### src/rtl/chess_move_entry_if.sv
// Committed-move queue handshake between the keyboard move-entry engine and the chess state machine.
interface chess_move_entry_if #(
    parameter int COORD_W    = 3,
    parameter int FIFO_DEPTH = 4
);
    logic                          move_valid;
    logic                          move_ready;
    logic [4*COORD_W+2:0]          move_data;
    logic [$clog2(FIFO_DEPTH):0]   fifo_count;

    modport master (
        output move_valid,
        output move_data,
        output fifo_count,
        input  move_ready
    );

    modport slave (
        input  move_valid,
        input  move_data,
        input  fifo_count,
        output move_ready
    );
endinterface

### src/rtl/chess_move_entry.sv
// Keyboard coordinate-move parser ("e2e4" + optional promotion letter + Enter) feeding a small
// committed-move FIFO, with partial-entry echo for square highlighting.
module chess_move_entry #(
    parameter int BOARD_N    = 8,
    parameter int COORD_W    = 3,
    parameter int FIFO_DEPTH = 4,
    parameter int PROMO_EN   = 1
) (
    input  logic                   CLOCK_27,
    input  logic                   RESET_N,
    input  logic [7:0]             ascii,
    input  logic                   new_ascii,
    chess_move_entry_if.master     move_if,
    output logic                   side,
    output logic [2:0]             entry_state,
    output logic [2*COORD_W-1:0]   echo_from,
    output logic [2*COORD_W-1:0]   echo_to,
    output logic                   err
);
    localparam int PTR_W  = $clog2(FIFO_DEPTH);
    localparam int MOVE_W = 4*COORD_W + 3;

    localparam logic [7:0] KEY_ENTER = 8'h0D;
    localparam logic [7:0] KEY_BS    = 8'h08;
    localparam logic [7:0] KEY_ESC   = 8'h1B;
    localparam logic [7:0] FILE_LAST = 8'(8'h61 + BOARD_N - 1);
    localparam logic [7:0] RANK_LAST = 8'(8'h30 + BOARD_N);
    localparam logic [PTR_W:0] FULL_CNT = (PTR_W+1)'(FIFO_DEPTH);

    typedef enum logic [2:0] {
        FROM_FILE = 3'd0,
        FROM_RANK = 3'd1,
        TO_FILE   = 3'd2,
        TO_RANK   = 3'd3,
        PROMO     = 3'd4,
        CONFIRM   = 3'd5
    } state_t;

    state_t               state_reg, state_next;
    logic [COORD_W-1:0]   from_file_reg, from_file_next;
    logic [COORD_W-1:0]   from_rank_reg, from_rank_next;
    logic [COORD_W-1:0]   to_file_reg, to_file_next;
    logic [COORD_W-1:0]   to_rank_reg, to_rank_next;
    logic [1:0]           promo_reg, promo_next;
    logic                 side_reg, side_next;
    logic                 err_reg, err_next;

    logic [PTR_W-1:0]     rd_ptr_reg, wr_ptr_reg;
    logic [PTR_W:0]       count_reg;
    logic [MOVE_W-1:0]    slot_data [FIFO_DEPTH];
    logic [MOVE_W-1:0]    push_data;
    logic                 push, pop, commit_req, commit_ok;

    // Key decode; letters are folded to lowercase so files and promotion pieces accept either case.
    logic [7:0]           key_lc;
    logic                 is_file, is_rank, is_promo;
    logic [COORD_W-1:0]   file_val, rank_val;
    logic [1:0]           promo_val;

    always_comb begin
        key_lc    = (ascii >= 8'h41 && ascii <= 8'h5A) ? (ascii | 8'h20) : ascii;
        is_file   = (key_lc >= 8'h61) && (key_lc <= FILE_LAST);
        is_rank   = (ascii >= 8'h31) && (ascii <= RANK_LAST);
        file_val  = COORD_W'(key_lc - 8'h61);
        rank_val  = COORD_W'(ascii - 8'h31);
        is_promo  = 1'b1;
        promo_val = 2'd0;
        case (key_lc)
            8'h71:   promo_val = 2'd0;
            8'h72:   promo_val = 2'd1;
            8'h62:   promo_val = 2'd2;
            8'h6E:   promo_val = 2'd3;
            default: is_promo  = 1'b0;
        endcase
    end

    assign move_if.move_valid = (count_reg != '0);
    assign pop       = move_if.move_valid & move_if.move_ready;
    assign commit_ok = (count_reg != FULL_CNT) || pop;
    assign push_data = {side_reg, promo_reg, from_file_reg, from_rank_reg, to_file_reg, to_rank_reg};

    always_comb begin
        state_next     = state_reg;
        from_file_next = from_file_reg;
        from_rank_next = from_rank_reg;
        to_file_next   = to_file_reg;
        to_rank_next   = to_rank_reg;
        promo_next     = promo_reg;
        side_next      = side_reg;
        err_next       = 1'b0;
        commit_req     = 1'b0;
        push           = 1'b0;

        if (new_ascii) begin
            if (ascii == KEY_ESC) begin
                from_file_next = '0;
                from_rank_next = '0;
                to_file_next   = '0;
                to_rank_next   = '0;
                promo_next     = '0;
                state_next     = FROM_FILE;
            end else if (ascii == KEY_BS) begin
                // Step back one state and clear the field that state collects.
                case (state_reg)
                    FROM_RANK: begin from_file_next = '0; state_next = FROM_FILE; end
                    TO_FILE:   begin from_rank_next = '0; state_next = FROM_RANK; end
                    TO_RANK:   begin to_file_next   = '0; state_next = TO_FILE;   end
                    PROMO:     begin to_rank_next   = '0; state_next = TO_RANK;   end
                    CONFIRM: begin
                        if (PROMO_EN != 0) begin
                            promo_next = '0;
                            state_next = PROMO;
                        end else begin
                            to_rank_next = '0;
                            state_next   = TO_RANK;
                        end
                    end
                    default: state_next = state_reg;
                endcase
            end else begin
                case (state_reg)
                    FROM_FILE: if (is_file) begin from_file_next = file_val; state_next = FROM_RANK; end
                               else err_next = 1'b1;
                    FROM_RANK: if (is_rank) begin from_rank_next = rank_val; state_next = TO_FILE; end
                               else err_next = 1'b1;
                    TO_FILE:   if (is_file) begin to_file_next = file_val; state_next = TO_RANK; end
                               else err_next = 1'b1;
                    TO_RANK: begin
                        if (!is_rank) begin
                            err_next = 1'b1;
                        end else if (to_file_reg == from_file_reg && rank_val == from_rank_reg) begin
                            err_next     = 1'b1;
                            to_file_next = '0;
                            state_next   = TO_FILE;
                        end else begin
                            to_rank_next = rank_val;
                            state_next   = (PROMO_EN != 0) ? PROMO : CONFIRM;
                        end
                    end
                    PROMO: begin
                        if (is_promo) begin
                            promo_next = promo_val;
                            state_next = CONFIRM;
                        end else if (ascii == KEY_ENTER) begin
                            commit_req = 1'b1;
                        end else begin
                            err_next = 1'b1;
                        end
                    end
                    CONFIRM:   if (ascii == KEY_ENTER) commit_req = 1'b1;
                               else err_next = 1'b1;
                    default:   state_next = FROM_FILE;
                endcase
            end
        end

        // A full queue refuses the commit unless the head leaves this same cycle.
        if (commit_req) begin
            if (commit_ok) begin
                push           = 1'b1;
                from_file_next = '0;
                from_rank_next = '0;
                to_file_next   = '0;
                to_rank_next   = '0;
                promo_next     = '0;
                side_next      = ~side_reg;
                state_next     = FROM_FILE;
            end else begin
                err_next = 1'b1;
            end
        end
    end

    always_ff @(posedge CLOCK_27) begin
        if (!RESET_N) begin
            state_reg     <= FROM_FILE;
            from_file_reg <= '0;
            from_rank_reg <= '0;
            to_file_reg   <= '0;
            to_rank_reg   <= '0;
            promo_reg     <= '0;
            side_reg      <= 1'b0;
            err_reg       <= 1'b0;
            rd_ptr_reg    <= '0;
            wr_ptr_reg    <= '0;
            count_reg     <= '0;
        end else begin
            state_reg     <= state_next;
            from_file_reg <= from_file_next;
            from_rank_reg <= from_rank_next;
            to_file_reg   <= to_file_next;
            to_rank_reg   <= to_rank_next;
            promo_reg     <= promo_next;
            side_reg      <= side_next;
            err_reg       <= err_next;
            if (push) wr_ptr_reg <= wr_ptr_reg + 1'b1;
            if (pop)  rd_ptr_reg <= rd_ptr_reg + 1'b1;
            case ({push, pop})
                2'b10:   count_reg <= count_reg + 1'b1;
                2'b01:   count_reg <= count_reg - 1'b1;
                default: count_reg <= count_reg;
            endcase
        end
    end

    genvar gi;
    generate
        for (gi = 0; gi < FIFO_DEPTH; gi++) begin : g_slot
            logic [MOVE_W-1:0] data_reg;
            always_ff @(posedge CLOCK_27) begin
                if (push && wr_ptr_reg == PTR_W'(gi)) data_reg <= push_data;
            end
            assign slot_data[gi] = data_reg;
        end
    endgenerate

    // Empty queue presents zero so the bus is quiet out of reset.
    assign move_if.move_data  = move_if.move_valid ? slot_data[rd_ptr_reg] : '0;
    assign move_if.fifo_count = count_reg;
    assign side        = side_reg;
    assign entry_state = state_reg;
    assign echo_from   = {from_file_reg, from_rank_reg};
    assign echo_to     = {to_file_reg, to_rank_reg};
    assign err         = err_reg;
endmodule

### src/flat_wrapper.sv
// flat-port wrapper written by rule: the top's interface ports become plain ports
module chess_move_entry_flat 
#(
    parameter int BOARD_N    = 8,
    parameter int COORD_W    = 3,
    parameter int FIFO_DEPTH = 4,
    parameter int PROMO_EN   = 1
)
  (CLOCK_27, RESET_N, ascii, new_ascii, side, entry_state, echo_from, echo_to, err, move_if_move_valid, move_if_move_data, move_if_fifo_count, move_if_move_ready);
  chess_move_entry_if #(.COORD_W(COORD_W), .FIFO_DEPTH(FIFO_DEPTH)) move_if_i ();
  input  logic CLOCK_27;
  input  logic RESET_N;
  input  logic [7:0] ascii;
  input  logic new_ascii;
  output logic side;
  output logic [2:0] entry_state;
  output logic [2*COORD_W-1:0] echo_from;
  output logic [2*COORD_W-1:0] echo_to;
  output logic err;
  output wire logic [$bits(move_if_i.move_valid)-1:0] move_if_move_valid;
  output wire logic [$bits(move_if_i.move_data)-1:0] move_if_move_data;
  output wire logic [$bits(move_if_i.fifo_count)-1:0] move_if_fifo_count;
  input wire logic [$bits(move_if_i.move_ready)-1:0] move_if_move_ready;
  assign move_if_move_valid = move_if_i.move_valid;
  assign move_if_move_data = move_if_i.move_data;
  assign move_if_fifo_count = move_if_i.fifo_count;
  assign move_if_i.move_ready = move_if_move_ready;
  chess_move_entry #(.BOARD_N(BOARD_N), .COORD_W(COORD_W), .FIFO_DEPTH(FIFO_DEPTH), .PROMO_EN(PROMO_EN)) u_core (.CLOCK_27(CLOCK_27), .RESET_N(RESET_N), .ascii(ascii), .new_ascii(new_ascii), .move_if(move_if_i), .side(side), .entry_state(entry_state), .echo_from(echo_from), .echo_to(echo_to), .err(err));
endmodule
### config.mk
export PLATFORM = sky130hd
export DESIGN_NAME = chess_move_entry_flat
export DESIGN_NICKNAME = d
export VERILOG_FILES = /design/src/rtl/chess_move_entry_if.sv /design/src/rtl/chess_move_entry.sv /design/src/flat_wrapper.sv
export SDC_FILE = /design/constraint.sdc
export NUM_CORES = 1
export LEC_CHECK = 0
export BUFFER_PORTS_ARGS = -buffer_cell sky130_fd_sc_hd__buf_2
export CELL_PAD_IN_SITES_DETAIL_PLACEMENT = 1
export CELL_PAD_IN_SITES_GLOBAL_PLACEMENT = 1
export CORE_MARGIN = 2
export CORE_UTILIZATION = 47
export DETAILED_ROUTE_END_ITERATION = 16
export GPL_ROUTABILITY_DRIVEN = 0
export PLACE_DENSITY = 0.81
export SLEW_MARGIN = 20
export SYNTH_ARGS = -nofsm -noshare
export SYNTH_HDL_FRONTEND = slang
export SYNTH_SLANG_ARGS = --single-unit
### constraint.sdc
create_clock -name CLOCK_27 -period 3.2 [get_ports CLOCK_27]
set_clock_uncertainty 0.15 [all_clocks]
set_input_delay 0.32 -clock CLOCK_27 [delete_from_list [all_inputs] [get_ports CLOCK_27]]
set_output_delay 0.32 -clock CLOCK_27 [all_outputs]
set_load 0.005 [all_outputs]
Word level (Yosys, flattened, before mapping)
Cells that the tools add are included.

operators by class
  $add $sub $neg = 6
  $lt $le $gt $ge = 7
  equality and inequality tests = 20
  muxes and demuxes = 84
  bitwise gates (word level) = 3
  reductions and logical operators = 16

operators by type and width
  operator               number
  $mux W3                45
  $mux W15               3
  $eq A8 B7 Y1 const B   4
  $bmux W15 S2           1
  $mux W1                19
  $pmux W3 S6            1
  $eq A8 B4 Y1 const B   2
  $ge A8 B7 Y1 const B   2
  $le A8 B7 Y1 const B   2
  $mux W2                8
  $pmux W3 S5            1
  $pmux W3 S2            2
  $sub A3 B1 Y3 const B  3
  $eq A8 B5 Y1 const B   1
  $ge A8 B6 Y1 const B   1
  $le A8 B6 Y1 const B   1
  $logic_and A1 B1 Y1    8
  $eq A2 B2 Y1 const B   3
  $eq A3 B2 Y1 const B   2
  $eq A3 B3 Y1           2
  $eq A3 B3 Y1 const B   2
  $mux W6                1
  $pmux W2 S3            1
  $pmux W1 S5            1
  other kinds (18)       20

storage, ports and cells
  register bits = 86
  bits of input ports = 12
  output and inout port bits = 36

Logic depth before layout (Yosys ltp)
  word-level depth = 14
  gate-level depth with buffers = 12
  gate-level depth less buffers = 11

Least setup slack after synthesis
No wires, ideal clock.

  path type = flip-flop to flip-flop
  start = register u_core.count_reg[0], in the netlist u_core.move_if.fifo_count[0]
  end = register u_core.count_reg[2], in the netlist u_core.move_if.fifo_count[2]
  library setup time = 0.071 ns
  data arrival time = 2.506 ns
  setup slack = 0.473 ns
  cell stages (with the launch flop) = 11
  buffers on the path = 1
  clock period less this slack = 2.727 ns
  cell sequence = dfxtp_1 or4b_4 and4_2 clkbuf_1 inv_1 ha_1 inv_1 fa_1 xor2_1 or3_1 a21oi_1

between the ends
  cells in the longest elaborated chain, start to end = 7
  elaborated cells between the ends (all ways) = 12

ends and longest elaborated chain
  element                                            line                     RTL
  from (decl)                                        chess_move_entry.sv:49   logic [PTR_W:0] count_reg;
  from (signal assigned)                             chess_move_entry.sv:199  2'b10: count_reg <= count_reg + 1'b1;
  from (signal assigned)                             chess_move_entry.sv:200  2'b01: count_reg <= count_reg - 1'b1;
  from (signal assigned)                             chess_move_entry.sv:201  default: count_reg <= count_reg;
  $reduce_bool A3 Y1                                 chess_move_entry.sv:77   assign move_if.move_valid = (count_reg != '0);
  $and A1 B1 Y1                                      chess_move_entry.sv:78   assign pop = move_if.move_valid & move_if.move_ready;
  $logic_or A1 B1 Y1                                 chess_move_entry.sv:79   assign commit_ok = (count_reg != FULL_CNT) || pop;
  $mux W1                                            chess_move_entry.sv:159  if (commit_ok) begin
  $mux W1                                            chess_move_entry.sv:158  if (commit_req) begin
  $eq A2 B1 Y1 or $eq A2 B2 Y1 (tied branches)       chess_move_entry.sv:198  case ({push, pop})
  $pmux W3 S2 or $reduce_bool A2 Y1 (tied branches)  --

Several ways; a longest one is shown, not always the timed one.
A chain may end at the register's enable or synchronous reset.

Worst setup path after layout
Same ends and word-level chain as after synthesis.

==> run summary <==
Slew @ Worst Pin - 848 ps
IO Port Bufs - 47
Net Switching - 0.460 mW
combinational cell fraction of total power - 0.048
FF-to-FF path depth - 9
Area after DPL - 4520 µm²
max-cap violations - 0
Cell variety after synth - 60
register area - 2320 µm²
critical path class - reg2reg
Worst path max stage delay - 570 ps
Post-Route WL - 9790 µm
start point of the worst hold path - RESET_N
Worst EP required - 3330 ps
Fillers - 939
cell area after layout - 4720 µm²
Min-Delay Endpoint - u_core.entry_state[2]
Power Density - 432 nW/µm²
DR vias/cell - 5.86
CTS tree - built
placed cells - 469
Initial Util - 0.481
DRT iter0 DRCs - 117
Antenna diodes - 0
switching share of power - 0.225
width of the die - 98.2 µm
vias post-DR - 2843
first-pass GRT wire length - 16000 µm
initial antenna violation count - 0
HP Class - in2reg
Clock H-tree levels - 3
clock network power share - 0.375
syn_nets - 349
slowest CP cell - or4b_4
crit start category - flip-flop
# setup viols final - 0
internal power - 1.58 mW
Sink Count - 86
post-route minimum period - 2760 ps
Worst Path Max Fanout - 9
multi-input logic area - 1710 µm²
die height - 98.2 µm
Peak supply drop - 0.000265 V
WP data arrival - 2890 ps
Max-slew headroom - 0.434
cell mode on critical path - inv_1
Max clock buf depth - 2
EDFF count, synth - 60
reg2reg start - u_core.move_if.fifo_count[0]
Reg power frac - 0.577
reg-to-reg slack, setup - 440 ps
worst path buffer plus inverter count - 2
layout cells sized above 1 - 0.257
post-CTS setup repair buffer count - 0
vias in the first global route - 2975
Post-synth ARST share - 0
detailed-router iteration count before antenna repair - 4
number of remaining DRC errors - 0
Slew Limit Fails - 0
largest net degree at the start of global routing - 18
Leak - 1.71 nW
Nets - 395
final hold viol count - 0
Routed Antenna Nets - 0
Cell Rows - 34
Post-Syn Area per Cell - 12.8 µm²
Detail Placement HPWL - 7070 µm
Worst-path clk slew - 90 ps
Synth Register Bits - 86
Seq/Total Area, Yosys - 0.556
Final Util - 0.544
RR Endpoint - u_core.move_if.fifo_count[2]
Largest delay share family, worst path - simple AND/OR/NAND/NOR gates
Routed wire per std cell - 20.2 µm
RSZ-0062 raised after global routing - false
gr usage total - 0.214
total number of yosys warnings - 0
max reg flops - 60
Worst-Skew Late Latency - 340 ps
Cells after Synth - 326
top_reg_cell synth - edfxtp_1
CTS buffer count - 9
final setup TNS - 0 ps
Die Footprint - 9650 µm²
fin cells - 485
Hold Path Depth - 3
cell area after technology mapping - 4170 µm²
io pins - 48
post_cts resized - 0
GRT Residual Overflow - 0
core area - 8680 µm²
Tcrit/Tclk final - 0.863
Critical Path, Cell by Cell - or4b_4 > and4_2 > inv_1 > ha_1 > inv_1 > fa_1 > xor2_1 > or3_1 > a21oi_1
clk root buf - clkbuf_8
Peak Freq - 362 MHz
# hold bufs at CTS - 0
Area growth, synth to finish - 13.0%
crit end category - flip-flop
status - completed
## worst max path at each step
stage                                             from  slack (ps)                            to  cells past startpoint
after floorplan           u_core.move_if.fifo_count[0]         470  u_core.move_if.fifo_count[2]                     10
after global placement                        ascii[0]         490  u_core.move_if.fifo_count[2]                     11
after detailed placement                      ascii[0]         400  u_core.move_if.fifo_count[2]                     11
after CTS                 u_core.move_if.fifo_count[0]         420  u_core.move_if.fifo_count[2]                      9
after global routing      u_core.move_if.fifo_count[0]         310  u_core.move_if.fifo_count[2]                      9
final                     u_core.move_if.fifo_count[0]         440  u_core.move_if.fifo_count[2]                      9
## cell families after synthesis
family,share of synthesized area
muxes,0.0881
adders and majority gates,0.0348
AOI/OAI and AO/OA,0.104
DFF,0.556
xor gates and xnor gates,0.0348
and+or+nand+nor,0.147
buffers and inverters,0.0348
## final cells by class
cell class                      instances  share of cell area
Clock buffer                            9              0.0263
Clock inverter                          7              0.0167
Inverter                               19              0.0151
Multi-Input combinational cell        203               0.362
Sequential cell                        86               0.492
Tap cell                              108              0.0286
Timing Repair Buffer                   53              0.0594
## power groups by stage
| stage | Clock [mW] | Combinational [mW] | Sequential [mW] |
|---|---|---|---|
| 6_report | 0.764 | 0.0976 | 1.18 |
| 5_1_grt | 0.821 | 0.107 | 1.18 |
| 4_1_cts | 0.782 | 0.0970 | 1.18 |
| 3_5_place_dp | 0 | 0.0964 | 1.20 |
| 3_3_place_gp | 0 | 0.0953 | 1.20 |
| 2_1_floorplan | 0 | 0.0648 | 1.20 |
## layout by cell type, fill, tap and decap left out, types with 6 or more instances in the layout
master | netlist | final
clkbuf_8 | 0 | 9
xnor2_1 | 9 | 9
o21ai_0 | 8 | 8
and2_1 | 22 | 22
dfxtp_1 | 26 | 26
buf_4 | 0 | 6
ha_1 | 10 | 10
edfxtp_1 | 60 | 60
nor2_1 | 22 | 22
mux4_2 | 15 | 15
buf_2 | 4 | 47
o22ai_1 | 7 | 7
a21oi_1 | 6 | 6
inv_1 | 19 | 19
nand2_1 | 16 | 16
## synthesized netlist by cell type (3+ instances only)
library cell   n  area (µm²)
o22ai_1        7        43.8
inv_1         19        71.3
o41ai_1        3        26.3
nand3_1        3        15.0
ha_1          10         125
or3_1          4        25.0
a21oi_1        6        30.0
buf_2          4        20.0
xnor2_1        9        78.8
nand2_1       16        60.1
o21ai_0        8        40.0
clkbuf_1      13        48.8
mux2i_1        3        30.0
nand4_1        4        25.0
o2111ai_1      3        26.3
or3b_2         3        26.3
o31ai_1        4        30.0
and3b_1        3        26.3
nor2_1        22        82.6
nand2b_1       4        25.0
o2bb2ai_1      5        43.8
dfxtp_1       26         521
edfxtp_1      60        1800
and2_1        22         138
mux4_2        15         338
xor2_1         5        43.8
## worst min-delay path: cells and delay by family
| family | cells | cell delay (ps) |
|---|---|---|
| buffers and inverters | 1 | 140 |
| and+or+nand+nor | 1 | 60 |
| AOI/OAI and AO/OA | 1 | 50 |
## layer usage
layer / vias up / GRT usage / routed length (µm)
met5: - / 0 / 0
met4: 0 / 0.0601 / 151
met3: 11 / 0.0358 / 364
met2: 73 / 0.367 / 4990
met1: 1436 / 0.282 / 4280
li1: 1323 / - / -
## stage by stage
step                      total power [mW]  hold slack [ps]  setup WS, ps
after floorplan                       1.27              306           473
after global routing                  2.11              126           308
final                                 2.04              123           438
after global placement                1.30              343           494
after detailed placement              1.30              369           404
after CTS                             2.06              109           421
Power figures use the tool's default switching activity.
